`config.mk`:
```
export PLATFORM = sky130hd
export DESIGN_NAME = multi_port_reg_file
export DESIGN_NICKNAME = d
export VERILOG_FILES = /design/src/rtl/multi_port_reg_file.sv
export SDC_FILE = /design/constraint.sdc
export NUM_CORES = 1
export LEC_CHECK = 0
export CORE_MARGIN = 5
export CORE_UTILIZATION = 30
export DETAILED_ROUTE_END_ITERATION = 6
export MAX_ROUTING_LAYER = met4
export SLEW_MARGIN = 20
export SYNTH_ARGS = -nofsm -noshare
export SYNTH_HDL_FRONTEND = slang
export SYNTH_SLANG_ARGS = --single-unit
```
`constraint.sdc`:
```
create_clock -name clock -period 4.43 [get_ports clock]
set_input_delay 0.886 -clock clock [delete_from_list [all_inputs] [get_ports clock]]
set_output_delay 0.886 -clock clock [all_outputs]
set_load 0.01 [all_outputs]
```
`src/rtl/multi_port_reg_file.sv`:
```
// rtl/multi_port_reg_file.sv - two-read/one-write register file with busy scoreboard
// Clears all storage after reset before accepting operations.
module multi_port_reg_file #(
  parameter int DATA_WIDTH = 32,
  parameter int ADDR_WIDTH = 5
) (
  input  logic                  clock,
  input  logic                  reset,
  input  logic                  regWrite,
  input  logic [ADDR_WIDTH-1:0] writeReg,
  input  logic [DATA_WIDTH-1:0] writeData,
  input  logic                  reserve,
  input  logic [ADDR_WIDTH-1:0] reserveReg,
  input  logic [ADDR_WIDTH-1:0] readRegisterNumberOne,
  input  logic [ADDR_WIDTH-1:0] readRegisterNumberTwo,
  output logic [DATA_WIDTH-1:0] readDataNumberOne,
  output logic [DATA_WIDTH-1:0] readDataNumberTwo,
  output logic                  readBusyOne,
  output logic                  readBusyTwo,
  output logic                  ready,
  output logic                  zeroWriteError
);

  localparam int NUM_REGS = 2 ** ADDR_WIDTH;

  typedef enum logic {INIT, RUN} state_t;

  state_t                  state;
  logic [ADDR_WIDTH-1:0]   counter;
  logic [NUM_REGS-1:0]     busy;
  logic [DATA_WIDTH-1:0]   storage [NUM_REGS];
  logic                    writeActive;

  assign writeActive = (state == RUN) && regWrite && (writeReg != '0);

  always_ff @(posedge clock) begin
    if (reset) begin
      state          <= INIT;
      counter        <= '0;
      busy           <= '0;
      ready          <= 1'b0;
      zeroWriteError <= 1'b0;
    end else begin
      case (state)
        INIT: begin
          counter <= counter + 1'b1;
          if (&counter) begin
            state <= RUN;
            ready <= 1'b1;
          end
        end
        RUN: begin
          if (regWrite) begin
            if (writeReg != '0) busy[writeReg] <= 1'b0;
            else                zeroWriteError <= 1'b1;
          end
          // Placed after the write clear so a same-edge reservation wins.
          if (reserve && reserveReg != '0) busy[reserveReg] <= 1'b1;
        end
        default: state <= INIT;
      endcase
    end
  end

  // Storage has no reset; the INIT sweep zeroes it one entry per cycle.
  always_ff @(posedge clock) begin
    if (!reset) begin
      if (state == INIT)   storage[counter]  <= '0;
      else if (writeActive) storage[writeReg] <= writeData;
    end
  end

  always_comb begin
    readDataNumberOne = '0;
    readBusyOne       = 1'b0;
    if (state == RUN && readRegisterNumberOne != '0) begin
      if (writeActive && readRegisterNumberOne == writeReg) begin
        readDataNumberOne = writeData;
      end else begin
        readDataNumberOne = storage[readRegisterNumberOne];
        readBusyOne       = busy[readRegisterNumberOne];
      end
    end
  end

  always_comb begin
    readDataNumberTwo = '0;
    readBusyTwo       = 1'b0;
    if (state == RUN && readRegisterNumberTwo != '0) begin
      if (writeActive && readRegisterNumberTwo == writeReg) begin
        readDataNumberTwo = writeData;
      end else begin
        readDataNumberTwo = storage[readRegisterNumberTwo];
        readBusyTwo       = busy[readRegisterNumberTwo];
      end
    end
  end

endmodule

```
==> impl_metrics.env <==
export IMPL_run_status="complete, no violations"
export IMPL_timing_critical_path_arrival_ns=3.53
export IMPL_clock_skew_final_ns=0.0216
export IMPL_ir_worst_vdd_v=0.000321
export IMPL_average_footprint_of_a_synthesized_cell_sq_um=15.8
export IMPL_yosysWarnings=0
export IMPL_buffer_ports_inserted=123
export IMPL_seq_power_share=0.502
export IMPL_timing_final_hold_violations=0
export IMPL_worst_slew_pin_transition_ns=1.09
export IMPL_instances_no_fill=5892
export IMPL_clock_tree_from_tritoncts="done"
export IMPL_top_area_cell_type_share_of_the_netlist_area=0.601
export IMPL_max_cap_viol_count=0
export IMPL_timing_critical_path_slowest_stage_cell="clkdlybuf4s50_1"
export IMPL_critPathMaxStageDelay_ns=0.62
export IMPL_endpoint_kind="output pin"
export IMPL_timing_critical_path_max_delay_family="buffers and inverters"
export IMPL_critical_path_required_ns=3.54
export IMPL_synthesis_instances=3236
export IMPL_swShare=0.232
export IMPL_critical_path_buf_inv_count=5
export IMPL_post_synth_num_cell_types=56
export IMPL_route_detailed_drc=0
export IMPL_power_density_nw_per_um2=350
export IMPL_flip_flop_and_latch_count_after_synthesis=1064
export IMPL_clkSlewWorstSetupHoldPaths_ns=0.06
export IMPL_pin_count=124
export IMPL_clk_insertion_delay_late_ns=0.70
export IMPL_die_area_sq_um=179000
export IMPL_max_slew_margin_rel=0.273
export IMPL_final_layout_size_suffix_gt1_frac=0.268
export IMPL_report_final_setup_viol=0
export IMPL_power_switching_mw=5.05
export IMPL_hold_buffers=0
export IMPL_fin_crit_sh=0.996
export IMPL_cts_made_buffers=104
export IMPL_timing_fmax_ghz=0.227
export IMPL_die_w_microns=423
export IMPL_fin_nets=3641
export IMPL_report_final_slew_viol_count=0
export IMPL_final_critical_path_setup_slack_ns=0.0166
export IMPL_criticalPathCategory="input port to output pin"
export IMPL_cts_root_buf="clkbuf_16"
export IMPL_max_clock_path_buffers=3
export IMPL_synth_enable_flop_cells=1024
export IMPL_dpl_worst_slack_ns=-0.454
export IMPL_ant_nets=0
export IMPL_critPathMostFrequentCell="buf_12"
export IMPL_vias_in_the_first_global_route=34327
export IMPL_synth_area_sq_um=51200
export IMPL_hold_class="flip-flop to flip-flop"
export IMPL_fp_row_count=151
export IMPL_syn_nets=3294
export IMPL_pin_count_of_the_biggest_net_entering_global_routing=43
export IMPL_first_pass_grt_wire_length_mm=256
export IMPL_clockPowerShare=0.411
export IMPL_power_leakage_nw=20.5
export IMPL_gpl_final_weighted_congestion=0.890
export IMPL_syn2layout_area_growth_pct=21.7
export IMPL_critical_path_cell_chain="buf_8, buf_12, and2_2, buf_12, a22o_1, a21oi_1, a221oi_1, buf_4, o21ai_2, clkdlybuf4s50_1"
export IMPL_route_detailed_vias_per_inst=5.81
export IMPL_totalWireLength_mm=182
export IMPL_combPwrFrac=0.086
export IMPL_floorplan_core_area_sq_um=169000
export IMPL_detailroute_via_count=34236
export IMPL_die_h_microns=423
export IMPL_dpl_cells=5687
export IMPL_routed_wire_length_per_instance_microns=30.9
export IMPL_internal_power_mw=16.8
export IMPL_mostFrequentLayoutCell="edfxtp_1"
export IMPL_timing_critical_path_from_type="input port"
export IMPL_dp_hpwl_mm=117
export IMPL_dominantRegCellSynth="edfxtp_1"
export IMPL_rsz0062_at_grt="false"
export IMPL_initial_core_util=0.302
export IMPL_tritoncts_num_sinks=1064
export IMPL_most_common_layout_cells="edfxtp_1 (1024), mux2i_1 (528), mux4_2 (278)"
export IMPL_overall_overflow_remaining_after_global_route=0
export IMPL_cp_max_fo=18
export IMPL_synth_area_leader_cell="edfxtp_1"
export IMPL_firstDrtPassIters=6
export IMPL_fillerInstances=15571
export IMPL_post_synth_main_area_contributors="edfxtp_1 (60%), mux4_2 (12%), mux2i_1 (10%)"
export IMPL_gr_usage_all_layers=0.202
export IMPL_grt_antenna_before_repair=3
export IMPL_cts_htree_levels=3
export IMPL_violation_count_after_the_first_detailed_route_iteration=3811
export IMPL_period_needed_ns=4.41
export IMPL_synth_yosys_seq_area_share=0.616
export IMPL_asyncSetResetFlopFracSynth=0
## layer usage
| metal | vias up | global-route usage | routed length [microns] | part of all wire |
|---|---|---|---|---|
| li1 | 13997 | - | - | - |
| met1 | 18018 | 0.241 | 67800 | 0.37 |
| met2 | 1811 | 0.341 | 90600 | 0.50 |
| met3 | 410 | 0.0248 | 13500 | 0.074 |
| met4 | 0 | 0.0989 | 10000 | 0.055 |
| met5 | - | - | 0 | 0 |
## power groups by stage
stage / sequential, mW / combinational, mW / clock, mW
floorplan: 11.2 / 1.01 / 0
global placement: 11.2 / 1.84 / 0
detailed placement: 11.2 / 1.85 / 0
CTS: 11.0 / 1.86 / 9.07
global route: 11.0 / 1.94 / 9.46
finish: 11.0 / 1.89 / 8.97
## path summary, 6_finish.rpt
path	start	end	slack (ns)	depth (start not counted)
worst max-delay path	readRegisterNumberOne[0]	readDataNumberOne[14]	0.02	10
worst min-delay path	busy[7]	busy[7]	0.49	2
worst max register to register	state	storage[6][22]	1.74	7
worst min register to register	busy[7]	busy[7]	0.49	2
## flip-flops by register name, summed over array words and instances, names as in the netlist
name / flops
counter: 5
storage: 1024
ready: 1
state: 1
busy: 32
zeroWriteError: 1
## worst register-to-register path, cell delays in order (launching register included)
cell and delay, ns:
dfxtp_1 0.33, buf_4 0.20, o311a_2 0.35, buf_4 0.18, nor3b_1 0.05, a21oi_2 0.79, nor2_4 0.24, buf_12 0.25
## cell usage after synthesis, drive strengths merged (44+ instances only)
library cell and count:
a21oi 153, a22oi 154, and2 52, buf 140
clkbuf 127, edfxtp 1024, mux2 58, mux2i 528
mux4 278, nand2 148, nand3 69, nor2 77
o21ai 44, o22ai 47
## stage by stage
stage / hold WS [ns] / setup TNS [ns] / power (mW) / utilization / cell area [sq um]
global route: 0.508 / 0 / 22.4 / 0.368 / 62300
floorplan: 0.451 / 0 / 12.2 / - / 51200
finish: 0.487 / 0 / 21.8 / 0.368 / 62300
CTS: 0.489 / -0.00975 / 21.9 / 0.367 / 62200
global placement: 0.460 / -4.72 / 13.0 / 0.346 / 58600
detailed placement: 0.475 / -4.24 / 13.0 / 0.346 / 58600
## cell families after synthesis
| group | count (synthesis) | synth area share |
|---|---|---|
| flops | 1064 | 0.616 |
| mux | 864 | 0.238 |
| compound gates | 560 | 0.0756 |
| simple gates | 466 | 0.0438 |
| buf+inv | 268 | 0.0236 |
| xor+xnor | 12 | 0.00205 |
| fa+ha+maj | 2 | 0.000489 |
## repair_timing
item | in CTS | in global routing
resized for setup | 40 | 14
pin swaps | 2 | 4
setup endpoints to repair | 27 | 31
gates cloned | 0 | 1
buffers inserted | 4 | 2
hold endpoints to repair | 0 | 0
## area by class of cell
| type | instances | area, sq um | area share |
|---|---|---|---|
| flip-flops and latches | 1064 | 31600 | 0.506 |
| multi-input cells | 1904 | 19000 | 0.305 |
| clock inverters | 68 | 649 | 0.0104 |
| diodes | 1 | 2.50 | 0.0000402 |
| inverters | 1 | 3.75 | 0.0000603 |
| well taps | 2218 | 2780 | 0.0446 |
| clock buffers | 128 | 2760 | 0.0443 |
| repair buffers | 508 | 5570 | 0.0893 |
Note: power is estimated with default switching activity, not from simulation.
